### src/rtl/cla_nibble_serial_add_ctrl.sv
// Nibble-serial wide adder: one shared 4-bit carry-lookahead adder is stepped
// across the operand LSB nibble first, with the carry chained through a
// register between nibbles. Operands and results move through valid/ready
// handshakes.

// 4-bit carry-lookahead adder, purely combinational.
module carry_lookahead_adder (
    input  logic [3:0] A,
    input  logic [3:0] B,
    input  logic       cin,
    output logic [3:0] S,
    output logic       cout
);

    logic [3:0] g;
    logic [3:0] p;
    logic [3:0] c;

    // Generate/propagate terms and flattened lookahead carries.
    always_comb begin
        g    = A & B;
        p    = A ^ B;
        c[0] = cin;
        c[1] = g[0] | (p[0] & cin);
        c[2] = g[1] | (p[1] & g[0]) | (p[1] & p[0] & cin);
        c[3] = g[2] | (p[2] & g[1]) | (p[2] & p[1] & g[0])
             | (p[2] & p[1] & p[0] & cin);
        cout = g[3] | (p[3] & g[2]) | (p[3] & p[2] & g[1])
             | (p[3] & p[2] & p[1] & g[0])
             | (p[3] & p[2] & p[1] & p[0] & cin);
        S    = p ^ c;
    end

endmodule

module cla_nibble_serial_add_ctrl #(
    parameter int WIDTH = 16
) (
    input  logic             clk,
    input  logic             rst,
    input  logic             in_valid,
    output logic             in_ready,
    input  logic [WIDTH-1:0] a,
    input  logic [WIDTH-1:0] b,
    input  logic             cin,
    output logic             out_valid,
    input  logic             out_ready,
    output logic [WIDTH-1:0] sum,
    output logic             cout,
    output logic             ovf,
    output logic             busy
);

    localparam int NIB  = WIDTH / 4;
    localparam int IDXW = (NIB > 1) ? $clog2(NIB) : 1;
    localparam logic [IDXW-1:0] LAST = IDXW'(NIB - 1);

    typedef enum logic [1:0] {
        IDLE,
        RUN,
        DONE
    } state_t;

    state_t            state;
    logic [WIDTH-1:0]  a_q;
    logic [WIDTH-1:0]  b_q;
    logic [WIDTH-1:0]  sum_q;
    logic              carry_q;
    logic [IDXW-1:0]   idx;

    logic [3:0]        nib_a;
    logic [3:0]        nib_b;
    logic [3:0]        nib_s;
    logic              nib_c;
    logic [WIDTH-1:0]  sum_fin;
    logic              ovf_fin;

    carry_lookahead_adder u_cla (
        .A    (nib_a),
        .B    (nib_b),
        .cin  (carry_q),
        .S    (nib_s),
        .cout (nib_c)
    );

    // Select the current nibble of each operand and form the full result as it
    // will look once the top nibble lands, so DONE outputs load in one step.
    always_comb begin
        nib_a = '0;
        nib_b = '0;
        for (int n = 0; n < NIB; n++) begin
            if (idx == IDXW'(n)) begin
                nib_a = a_q[4*n +: 4];
                nib_b = b_q[4*n +: 4];
            end
        end
        sum_fin                = sum_q;
        sum_fin[WIDTH-1 -: 4]  = nib_s;
        ovf_fin = (a_q[WIDTH-1] == b_q[WIDTH-1]) && (nib_s[3] != a_q[WIDTH-1]);
    end

    // Sequencer: accept operands, step one nibble per clock, then hold the
    // result until the consumer takes it. Result outputs are separate
    // registers so they keep the last answer after the next accept.
    always_ff @(posedge clk or posedge rst) begin
        if (rst) begin
            state     <= IDLE;
            a_q       <= '0;
            b_q       <= '0;
            sum_q     <= '0;
            carry_q   <= 1'b0;
            idx       <= '0;
            in_ready  <= 1'b1;
            out_valid <= 1'b0;
            busy      <= 1'b0;
            sum       <= '0;
            cout      <= 1'b0;
            ovf       <= 1'b0;
        end else begin
            case (state)
                IDLE: begin
                    if (in_valid && in_ready) begin
                        a_q      <= a;
                        b_q      <= b;
                        carry_q  <= cin;
                        idx      <= '0;
                        sum_q    <= '0;
                        state    <= RUN;
                        in_ready <= 1'b0;
                        busy     <= 1'b1;
                    end
                end
                RUN: begin
                    for (int n = 0; n < NIB; n++) begin
                        if (idx == IDXW'(n)) begin
                            sum_q[4*n +: 4] <= nib_s;
                        end
                    end
                    carry_q <= nib_c;
                    if (idx == LAST) begin
                        state     <= DONE;
                        out_valid <= 1'b1;
                        sum       <= sum_fin;
                        cout      <= nib_c;
                        ovf       <= ovf_fin;
                    end else begin
                        idx <= idx + 1'b1;
                    end
                end
                DONE: begin
                    if (out_valid && out_ready) begin
                        state     <= IDLE;
                        out_valid <= 1'b0;
                        in_ready  <= 1'b1;
                        busy      <= 1'b0;
                    end
                end
                default: begin
                    state <= IDLE;
                end
            endcase
        end
    end

endmodule

### config.mk
export PLATFORM = sky130hd
export DESIGN_NAME = cla_nibble_serial_add_ctrl
export DESIGN_NICKNAME = d
export VERILOG_FILES = /design/src/rtl/cla_nibble_serial_add_ctrl.sv
export SDC_FILE = /design/constraint.sdc
export NUM_CORES = 1
export LEC_CHECK = 0
export CAP_MARGIN = 25
export CORE_UTILIZATION = 52
export DETAILED_ROUTE_END_ITERATION = 16
export PLACE_DENSITY = 0.79
export REMOVE_ABC_BUFFERS = 1
export SETUP_SLACK_MARGIN = 0.05
export SLEW_MARGIN = 20
export SYNTH_ARGS = -nofsm -noshare
export SYNTH_HDL_FRONTEND = slang
export SYNTH_HIERARCHICAL = 1
export SYNTH_SLANG_ARGS = --single-unit
export TNS_END_PERCENT = 5
### constraint.sdc
create_clock -name clk -period 3 [get_ports clk]
set_input_delay 0.9 -clock clk [delete_from_list [all_inputs] [get_ports clk]]
set_output_delay 0.9 -clock clk [all_outputs]
set_load 0.02 [all_outputs]
# After elaboration in Yosys (flattened, before gate mapping)
# Cells that the tools add are included.
[totals] ff_bits=70
[op_classes] n_addsub=1 eq_ne=14 n_mux=30 n_bitwise=29 reduce_logical=18
[ops] op="2-to-1 mux 4 bit" n=11
[ops] op="case mux 12 bit (2 select lines)" n=1
[ops] op="AND reduction 3 bit" n=7
[ops] op="AND 1 bit" n=16
[ops] op="!= test 2 bit, second input constant" n=7
[ops] op="2-to-1 mux 12 bit" n=1
[ops] op="2-to-1 mux 2 bit" n=5
[ops] op="bitwise OR 1 bit" n=10
[ops] op="case mux 1 bit (2 select lines)" n=4
[ops] op="bitwise XOR 4 bit" n=2
[ops] op="== test 2 bit, second input constant" n=3
[ops] op="2-to-1 mux 1 bit" n=6
[ops] op="case mux 2 bit (3 select lines)" n=1
[ops] op="AND reduction 2 bit" n=3
[ops] op="nonzero test 2 bit" n=3
[ops] op="AND 4 bit" n=1
[ops] op="== test 2 x 1 -> 1 bit, second input constant" n=2
[ops] op="logical NOT 2 bit" n=2
[ops] op="case mux 2 bit (2 select lines)" n=1
[ops] op="logical AND 1 bit" n=3
[ops] op="adder 2 x 1 -> 2 bit, second input constant" n=1
[ops] op="== test 1 bit" n=1
[ops] op="!= test 1 bit" n=1

# Logic depth before layout (Yosys ltp)
# Gate-level depths: netlist (run 1).
[depth] ltp_word=13 ltp_mapped=13 mapped_depth_nobuf=12

# Hierarchy
# Netlist (run 1), hierarchy kept.
[by_module_without_submodules] module="cla_nibble_serial_add_ctrl" instances=1 cells_each=237 area_per_inst_um2=3012.9
[by_module_without_submodules] module="carry_lookahead_adder" instances=1 cells_each=17 area_per_inst_um2=147.6

# Worst setup path after synthesis (run 1)
# Ideal clock, no wire load.
[synth_timing] path_type="register -> register" from="register idx[0]" to="register ovf" setup_ps=129 t_arrival_ps=2629 slack_ps=242 path_stages_with_launch=13 path_buffers=1 synth_period_minus_slack_ps=2758 cell_sequence="dfrtp_1 inv_1 ha_1 clkbuf_1 a21oi_1 a22o_1 ha_1 a21o_1 a31o_1 xor2_1 and3b_1 a21oi_1 o21ai_0"
[synth_via] elab_cells_between_ends=26 cone_classes="eq/ne (4); mux (8); bitwise (11); reduce/logical (3)"
[synth_lines] item="start, declared" line="69" source="logic [IDXW-1:0] idx;"
[synth_lines] item="start signal, assigned" line="147" source="idx <= idx + 1'b1;"
[synth_lines] item="logical NOT 2 bit" line="92" source="if (idx == IDXW'(n)) begin"
[synth_lines] item="2-to-1 mux 4 bit (3 in series)" line="92"
[synth_lines] item="2-to-1 mux 4 bit *" line="92"
[synth_lines] item="via nib_a[0]" line="71" source="logic [3:0] nib_a;"
[synth_lines] item="AND 4 bit or bitwise XOR 4 bit (tied branches)" line="21, 22"
[synth_lines] item="AND 1 bit, on equally long branches" line="26, 27"
[synth_lines] item="bitwise OR 1 bit or AND 1 bit (tied branches)" line="26, 27"
[synth_lines] item="bitwise OR 1 bit *" line="27" source="| (p[2] & p[1] & p[0] & cin);"
[synth_lines] item="bitwise XOR 4 bit *" line="31" source="S = p ^ c;"
[synth_lines] item="via nib_s[3]" line="73" source="logic [3:0] nib_s;"
[synth_lines] item="!= test 1 bit *" line="99" source="ovf_fin = (a_q[WIDTH-1] == b_q[WIDTH-1]) && (nib_s[3] != a_q[WIDTH-1]);"
[synth_lines] item="logical AND 1 bit *" line="99"
[synth_lines] item="end signal, assigned" line="145" source="ovf <= ovf_fin;"
[synth_lines] item="end, declared" line="50" source="output logic ovf,"
# Mark *: on every way through the listed nets, which the timed path passes. The rest lies on a longest branch.
# A chain may end at the register's enable or synchronous reset.

# Worst setup path after layout (run 1)
[layout_timing] from="register idx[0]" to="register sum[15]"
[layout_via] elab_chain_cells=11 elab_cells_between_ends=24 cone_classes="eq/ne (3); mux (8); bitwise (11); reduce/logical (2)"
[layout_rtl] item="logical NOT 2 bit" line="92"
[layout_rtl] item="2-to-1 mux 4 bit (3 in series)" line="92"
[layout_rtl] item="2-to-1 mux 4 bit *" line="92"
[layout_rtl] item="via nib_b[2]" line="72" source="logic [3:0] nib_b;"
[layout_rtl] item="bitwise XOR 4 bit" line="22" source="p = A ^ B;"
[layout_rtl] item="AND 1 bit, on equally long branches" line="26, 27"
[layout_rtl] item="bitwise OR 1 bit, or another cell as far along" line="26" source="c[3] = g[2] | (p[2] & g[1]) | (p[2] & p[1] & g[0])"
[layout_rtl] item="bitwise OR 1 bit or AND 1 bit (tied branches)" line="26, 27"
[layout_rtl] item="bitwise OR 1 bit *" line="27"
[layout_rtl] item="bitwise XOR 4 bit *" line="31"
[layout_rtl] item="via nib_s[3]" line="73"
[layout_rtl] item="end signal, assigned" line="143" source="sum <= sum_fin;"
[layout_rtl] item="end, declared" line="48" source="output logic [WIDTH-1:0] sum,"
# Marks and branches as above.

==> impl_metrics.json, run 1 <==
{
  "status": "finished clean",
  "synth_edf_count": 0,
  "clk_pin_slew_worst_paths_ns": 0.07,
  "cts_sinks": 70,
  "synth_cell_types": 28,
  "ios": 58,
  "nNetsFinal": 363,
  "slowest_delay_ns": 0.42,
  "start_kind": "flip-flop",
  "yosys.area.top_type": "dfrtp_1",
  "setup_viol": 0,
  "port_buffers": 57,
  "gr-total-overflow": 0,
  "wire_per_inst_um": 14.8,
  "required_ns": 3.23,
  "grt_pass1_wl_um": 10100,
  "end_kind": "flip-flop",
  "cts_max_level": 3,
  "die_h_um": 80.0,
  "path_cells": "inv_1 -> ha_1 -> nor2b_1 -> a221oi_1 -> o31ai_1 -> ha_1 -> a21o_1 -> a31o_1 -> xor2_1 -> buf_4 -> mux2_2",
  "yosys-top-cells-area": "dfrtp_1 (55%), mux2_2 (16%), a22o_1 (4.7%)",
  "drcViolationCount": 0,
  "syn-cell-area_um2": 3160,
  "grt_usage": 0.215,
  "dieWidth_um": 80.0,
  "post_cts_buffers": 0,
  "min_period_ns": 2.78,
  "cpMostUsedCell": "ha_1",
  "start_util": 0.537,
  "dp_cells": 381,
  "syn-instance-count": 254,
  "dr.pass1.iters": 6,
  "ys_ff_latch": 70,
  "cts_buffers": 9,
  "drt_iter0_drc": 109,
  "worstMarginPinSlew_ns": 0.557,
  "cts_hold_buf": 0,
  "synth_top_area_frac": 0.546,
  "ys_async_sr_fraction": 1.00,
  "stdcell_count": 397,
  "relSlewSlack": 0.626,
  "cp_data_arrival_time_ns": 3.00,
  "min_path_type": "flip-flop to flip-flop",
  "r2r_setup_slack_ns": 0.22,
  "synthTopCellsByCount": "dfrtp_1 (69), mux2_2 (45), nand2_1 (20), a22o_1 (17)",
  "timing.final.crit_share": 0.925,
  "grt_antenna_before_repair": 0,
  "final.setup.tns_ns": 0,
  "p_per_area_nw_per_um2": 461,
  "yosysWarnings": 6,
  "worst_skew_pair.late_latency_ns": 0.34,
  "core_um2": 5890,
  "fin_skew_ns": 0.00779,
  "diodes": 0,
  "gp_congestion": 0.780,
  "row_count": 28,
  "wirelength_um": 5890,
  "tritoncts": "yes",
  "max_freq_mhz": 360,
  "dieArea_um2": 6390,
  "peakVddDrop_uv": 315,
  "power_mw": 1.87,
  "slew_viol_final": 0,
  "ys.flop_type": "dfrtp_1",
  "grt_pass1_vias": 2105,
  "synth.most_common_cell": "dfrtp_1",
  "drv_cap": 0,
  "hold_viol": 0,
  "cpMaxStageDelayCell": "dfrtp_1",
  "yosysSeqAreaShare": 0.555,
  "via_count": 2150,
  "syn-mean-instance-area_um2": 12.4,
  "syn_to_final_growth_pct": 28.2,
  "fill_cells": 458,
  "ctsRootBufferMaster": "clkbuf_8",
  "clock_path_buffers": 2,
  "drive_gt1_frac": 0.230,
  "critPathKind": "flip-flop to flip-flop",
  "p_leak_nw": 2.00,
  "rsz0062_at_grt": "no",
  "ant_nets": 0,
  "cp_max_fo": 5,
  "hpwl_um": 4080,
  "vias_per_cell": 5.42,
  "grt_max_degree": 71
}
==> cell families (layout without fill, tap and decap cells) <==
family | count (synthesis) | count (layout) | share of synthesized area
AOI/OAI and AO/OA | 58 | 58 | 0.122
muxes | 46 | 46 | 0.164
buffers and inverters | 28 | 96 | 0.0471
adders and majority gates | 9 | 9 | 0.0380
and+or+nand+nor | 40 | 40 | 0.0661
DFF | 70 | 70 | 0.555
xor gates and xnor gates | 3 | 3 | 0.00832
==> repair_timing <==
action / in CTS / in global routing
gates resized for setup: 0 / 1
hold endpoints to repair: 0 / 0
endpoints found under the setup margin: 0 / 3
==> state kept, by name, indices dropped and copies added (netlist names) <==
register   count
carry_q        1
ovf            1
sum           16
sum_q         12
a_q           16
state          2
b_q           16
idx            2
in_ready       1
busy           1
cout           1
out_valid      1
==> area by class of cell <==
cell class | count | area, um^2 | area share
clock buffers | 11 | 151 | 0.0374
clock inverters | 5 | 81.3 | 0.0201
inverters | 15 | 56.3 | 0.0139
multi-input cells | 156 | 1260 | 0.311
flip-flops and latches | 70 | 1750 | 0.433
well taps | 75 | 93.8 | 0.0232
repair buffers | 65 | 656 | 0.162
==> report_power, final <==
part           switching (mW)  internal [mW]
Sequential                  0          0.943
Combinational          0.0251         0.0440
Clock                   0.345          0.513
Total                   0.370           1.50
==> layout by cell type, fill, tap and decap left out, types with 2 or more instances in the layout <==
cell / n
a22o_1: 17
xnor2_1: 2
inv_1: 14
a21oi_1: 15
a221oi_1: 3
and3b_1: 5
o31ai_1: 3
buf_4: 6
clkdlybuf4s50_1: 57
bufinv_16: 2
nand2_1: 20
nor2_1: 7
buf_12: 2
o21ai_0: 14
a21o_1: 4
ha_1: 7
clkbuf_8: 11
mux2_2: 45
nor2b_1: 4
dfrtp_1: 69
==> through the flow <==
stage               instance area (um^2)  hold WS, ns  utilization  setup WS (ns)
detailed placement                  3820        0.473        0.649          0.229
global route                        4050        0.521        0.689         0.0574
CTS                                 4050        0.501        0.688          0.214
global placement                    3820        0.461        0.649          0.315
finish                              4050        0.497        0.689          0.225
floorplan                           3070        0.462            -          0.243
==> final timing paths <==
| check | from | to | cells after the start |
|---|---|---|---|
| hold / removal | ovf$_DFFE_PP0P_ | ovf$_DFFE_PP0P_ | 2 |
| max in group asynchronous | rst | in_ready$_DFFE_PP1P_ | 3 |
| setup reg to reg | idx[0]$_DFFE_PP0P_ | sum[15]$_DFFE_PP0P_ | 11 |
| min in group asynchronous | rst | a_q[11]$_DFFE_PP0P_ | 3 |
| setup / recovery | idx[0]$_DFFE_PP0P_ | sum[15]$_DFFE_PP0P_ | 11 |
| hold reg to reg | ovf$_DFFE_PP0P_ | ovf$_DFFE_PP0P_ | 2 |
==> worst max-delay path: cells and delay by family (launching register included) <==
family,cells,cell delay [ns]
mux,1,0.26
fa+ha+maj,2,0.48
flops,1,0.42
xor+xnor,1,0.15
buf+inv,2,0.26
compound gates,4,0.80
simple gates,1,0.30
==> metal layers <==
metal | track usage | share of wire | vias to the layer above
li1 | - | - | 1022
met5 | 0 | 0 | -
met2 | 0.320 | 0.46 | 62
met3 | 0.0434 | 0.040 | 11
met4 | 0.120 | 0.024 | 0
met1 | 0.294 | 0.47 | 1055
Power figures use the tool's default switching activity.
==> inputs of run 2 (changes only) <==
--- a/config.mk
+++ b/config.mk
@@ -5,7 +5,6 @@
 export SDC_FILE = /design/constraint.sdc
 export NUM_CORES = 1
 export LEC_CHECK = 0
-export CAP_MARGIN = 25
 export CORE_UTILIZATION = 52
 export DETAILED_ROUTE_END_ITERATION = 16
 export PLACE_DENSITY = 0.79
==> results of run 2 <==
Same layout as run 1: the final DEF is identical, and so are final timing and power.
==> inputs of run 3 (changes only) <==
--- a/config.mk
+++ b/config.mk
@@ -5,12 +5,11 @@
 export SDC_FILE = /design/constraint.sdc
 export NUM_CORES = 1
 export LEC_CHECK = 0
-export CORE_UTILIZATION = 52
+export CORE_UTILIZATION = 45
 export DETAILED_ROUTE_END_ITERATION = 16
-export PLACE_DENSITY = 0.79
+export PLACE_DENSITY = 0.7
 export REMOVE_ABC_BUFFERS = 1
 export SETUP_SLACK_MARGIN = 0.05
-export SLEW_MARGIN = 20
 export SYNTH_ARGS = -nofsm -noshare
 export SYNTH_HDL_FRONTEND = slang
 export SYNTH_HIERARCHICAL = 1
==> run 3 against run 2 <==
Worst hold slack got worse by 0.011 ns. Final cell count rose by 5.3%. Sequential share of layout area is 0.13 points higher. First-iteration DRC count decreased by 45%. Clock power decreased by 21%. Total power decreased by 9.5%. Clock-buffer cell count increased by 2. Non-clock buffer count increased by 2. Wire length is 2.0% higher. Critical path depth unchanged. Largest cell class unchanged. Largest power group unchanged.
==> impl_metrics.json, run 3 (synthesized netlist as in run 1, its figures left out) <==
{
  "status": "finished clean",
  "die_h_um": 85.8,
  "gp_congestion": 0.759,
  "wirelength_um": 6010,
  "worst_hold_slack_ns": 0.486,
  "port_buffers": 57,
  "power_mw": 1.69,
  "via_count": 2092,
  "finalInstanceArea_um2": 4040,
  "row_count": 30,
  "peakVddDrop_uv": 242,
  "dr.pass1.iters": 4,
  "cts_sinks": 70,
  "top_regs": "a_q (16), b_q (16), sum (16)",
  "hold_depth": 1,
  "grt_max_degree": 71,
  "timing.final.crit_share": 0.914,
  "end_kind": "flip-flop",
  "fin_util": 0.595,
  "placedInstanceArea_um2": 3840,
  "ctsRootBufferMaster": "clkbuf_8",
  "critPathKind": "flip-flop to flip-flop",
  "grt_antenna_before_repair": 0,
  "p_leak_nw": 1.99,
  "stdcell_count": 418,
  "layout_common_cells": "dfrtp_1 (69), clkdlybuf4s50_1 (57), mux2_2 (45), nand2_1 (20), a22o_1 (17)",
  "drt_iter0_drc": 60,
  "relSlewSlack": 0.654,
  "nNetsFinal": 365,
  "setup_slack_ns": 0.257,
  "hold_viol": 0,
  "required_ns": 3.21,
  "rr_worst_depth": 11,
  "cts_max_level": 3,
  "drive_gt1_frac": 0.233,
  "min_period_ns": 2.74,
  "hpwl_um": 4270,
  "final.setup.tns_ns": 0,
  "syn_to_final_growth_pct": 27.8,
  "rsz0062_at_grt": "no",
  "ios": 58,
  "worst_skew_pair.late_latency_ns": 0.34,
  "clock_path_buffers": 2,
  "final_common_cell": "dfrtp_1",
  "fin_skew_ns": 0.00661,
  "grt_pass1_vias": 2136,
  "diodes": 0,
  "cts_hold_buf": 0,
  "pre_cts_slack_ns": 0.209,
  "max_freq_mhz": 365,
  "gr-total-overflow": 0,
  "vias_per_cell": 5.00,
  "core_um2": 6790,
  "dp_cells": 402,
  "cts_buffers": 9,
  "worstMarginPinSlew_ns": 0.515,
  "min_path_type": "flip-flop to flip-flop",
  "start_util": 0.465,
  "cp_data_arrival_time_ns": 2.95,
  "wire_per_inst_um": 14.4,
  "clk_pin_slew_worst_paths_ns": 0.07,
  "start_kind": "flip-flop",
  "grt_usage": 0.185,
  "tritoncts": "yes",
  "dieArea_um2": 7360,
  "dieWidth_um": 85.8,
  "ant_nets": 0,
  "cp_max_fo": 11,
  "p_per_area_nw_per_um2": 419,
  "setup_viol": 0,
  "slew_viol_final": 0,
  "drv_cap": 0,
  "drcViolationCount": 0,
  "grt_pass1_wl_um": 10400
}
[run 3: changes by cell type in the layout (fill, tap and decap cells not counted), sizes merged]
cell      before  now
buf            8   10
bufinv         2    0
clkbuf        11   13
clkinv         2    1
clkinvlp       1    0
[run 3: worst paths after layout]
| check | startpoint | to | slack [ns] |
|---|---|---|---|
| min | busy$_DFFE_PP0P_ | busy$_DFFE_PP0P_ | 0.49 |
| max in group asynchronous | rst | in_ready$_DFFE_PP1P_ | 1.71 |
| min reg2reg | busy$_DFFE_PP0P_ | busy$_DFFE_PP0P_ | 0.49 |
| min in group asynchronous | rst | sum[4]$_DFFE_PP0P_ | 0.95 |
| max reg2reg | idx[1]$_DFFE_PP0P_ | ovf$_DFFE_PP0P_ | 0.26 |
| max | idx[1]$_DFFE_PP0P_ | ovf$_DFFE_PP0P_ | 0.26 |
[run 3: report_power, final]
part | internal (mW) | total [mW] | switching (mW)
clock | 0.358 | 0.680 | 0.322
sequential | 0.944 | 0.944 | 0
combinational | 0.0440 | 0.0687 | 0.0248
total | 1.35 | 1.69 | 0.347
[run 3: final cells by class]
cell class / instances / area, um^2
Fill cell: 576 / 2750
Inverter: 15 / 56.3
Multi-Input combinational cell: 156 / 1270
Timing Repair Buffer: 67 / 671
Sequential cell: 70 / 1750
Clock inverter: 1 / 5.00
Clock buffer: 13 / 169
Tap cell: 96 / 120
[run 3: worst max-delay path: stages (launching register included)]
cell	delay, ns
dfrtp_1	0.40
buf_4	0.14
ha_1	0.31
buf_4	0.22
o31ai_1	0.27
ha_1	0.31
a21o_1	0.20
a31o_1	0.21
xor2_1	0.15
and3b_1	0.19
a21oi_1	0.12
o21ai_0	0.10
[run 3: repair_timing]
action                     4_1_cts  5_1_grt
setup endpoints to repair        0        5
buffers inserted                 0        2
resized for setup                0        3
hold endpoints to repair         0        0
[run 3: layer usage]
metal	wire, um	up-vias	track usage	part of all wire
met3	178	11	0.0327	0.030
met5	0	-	0	0
met2	2740	49	0.281	0.46
met1	2950	1006	0.257	0.49
met4	139	0	0.0909	0.023
li1	-	1026	-	-
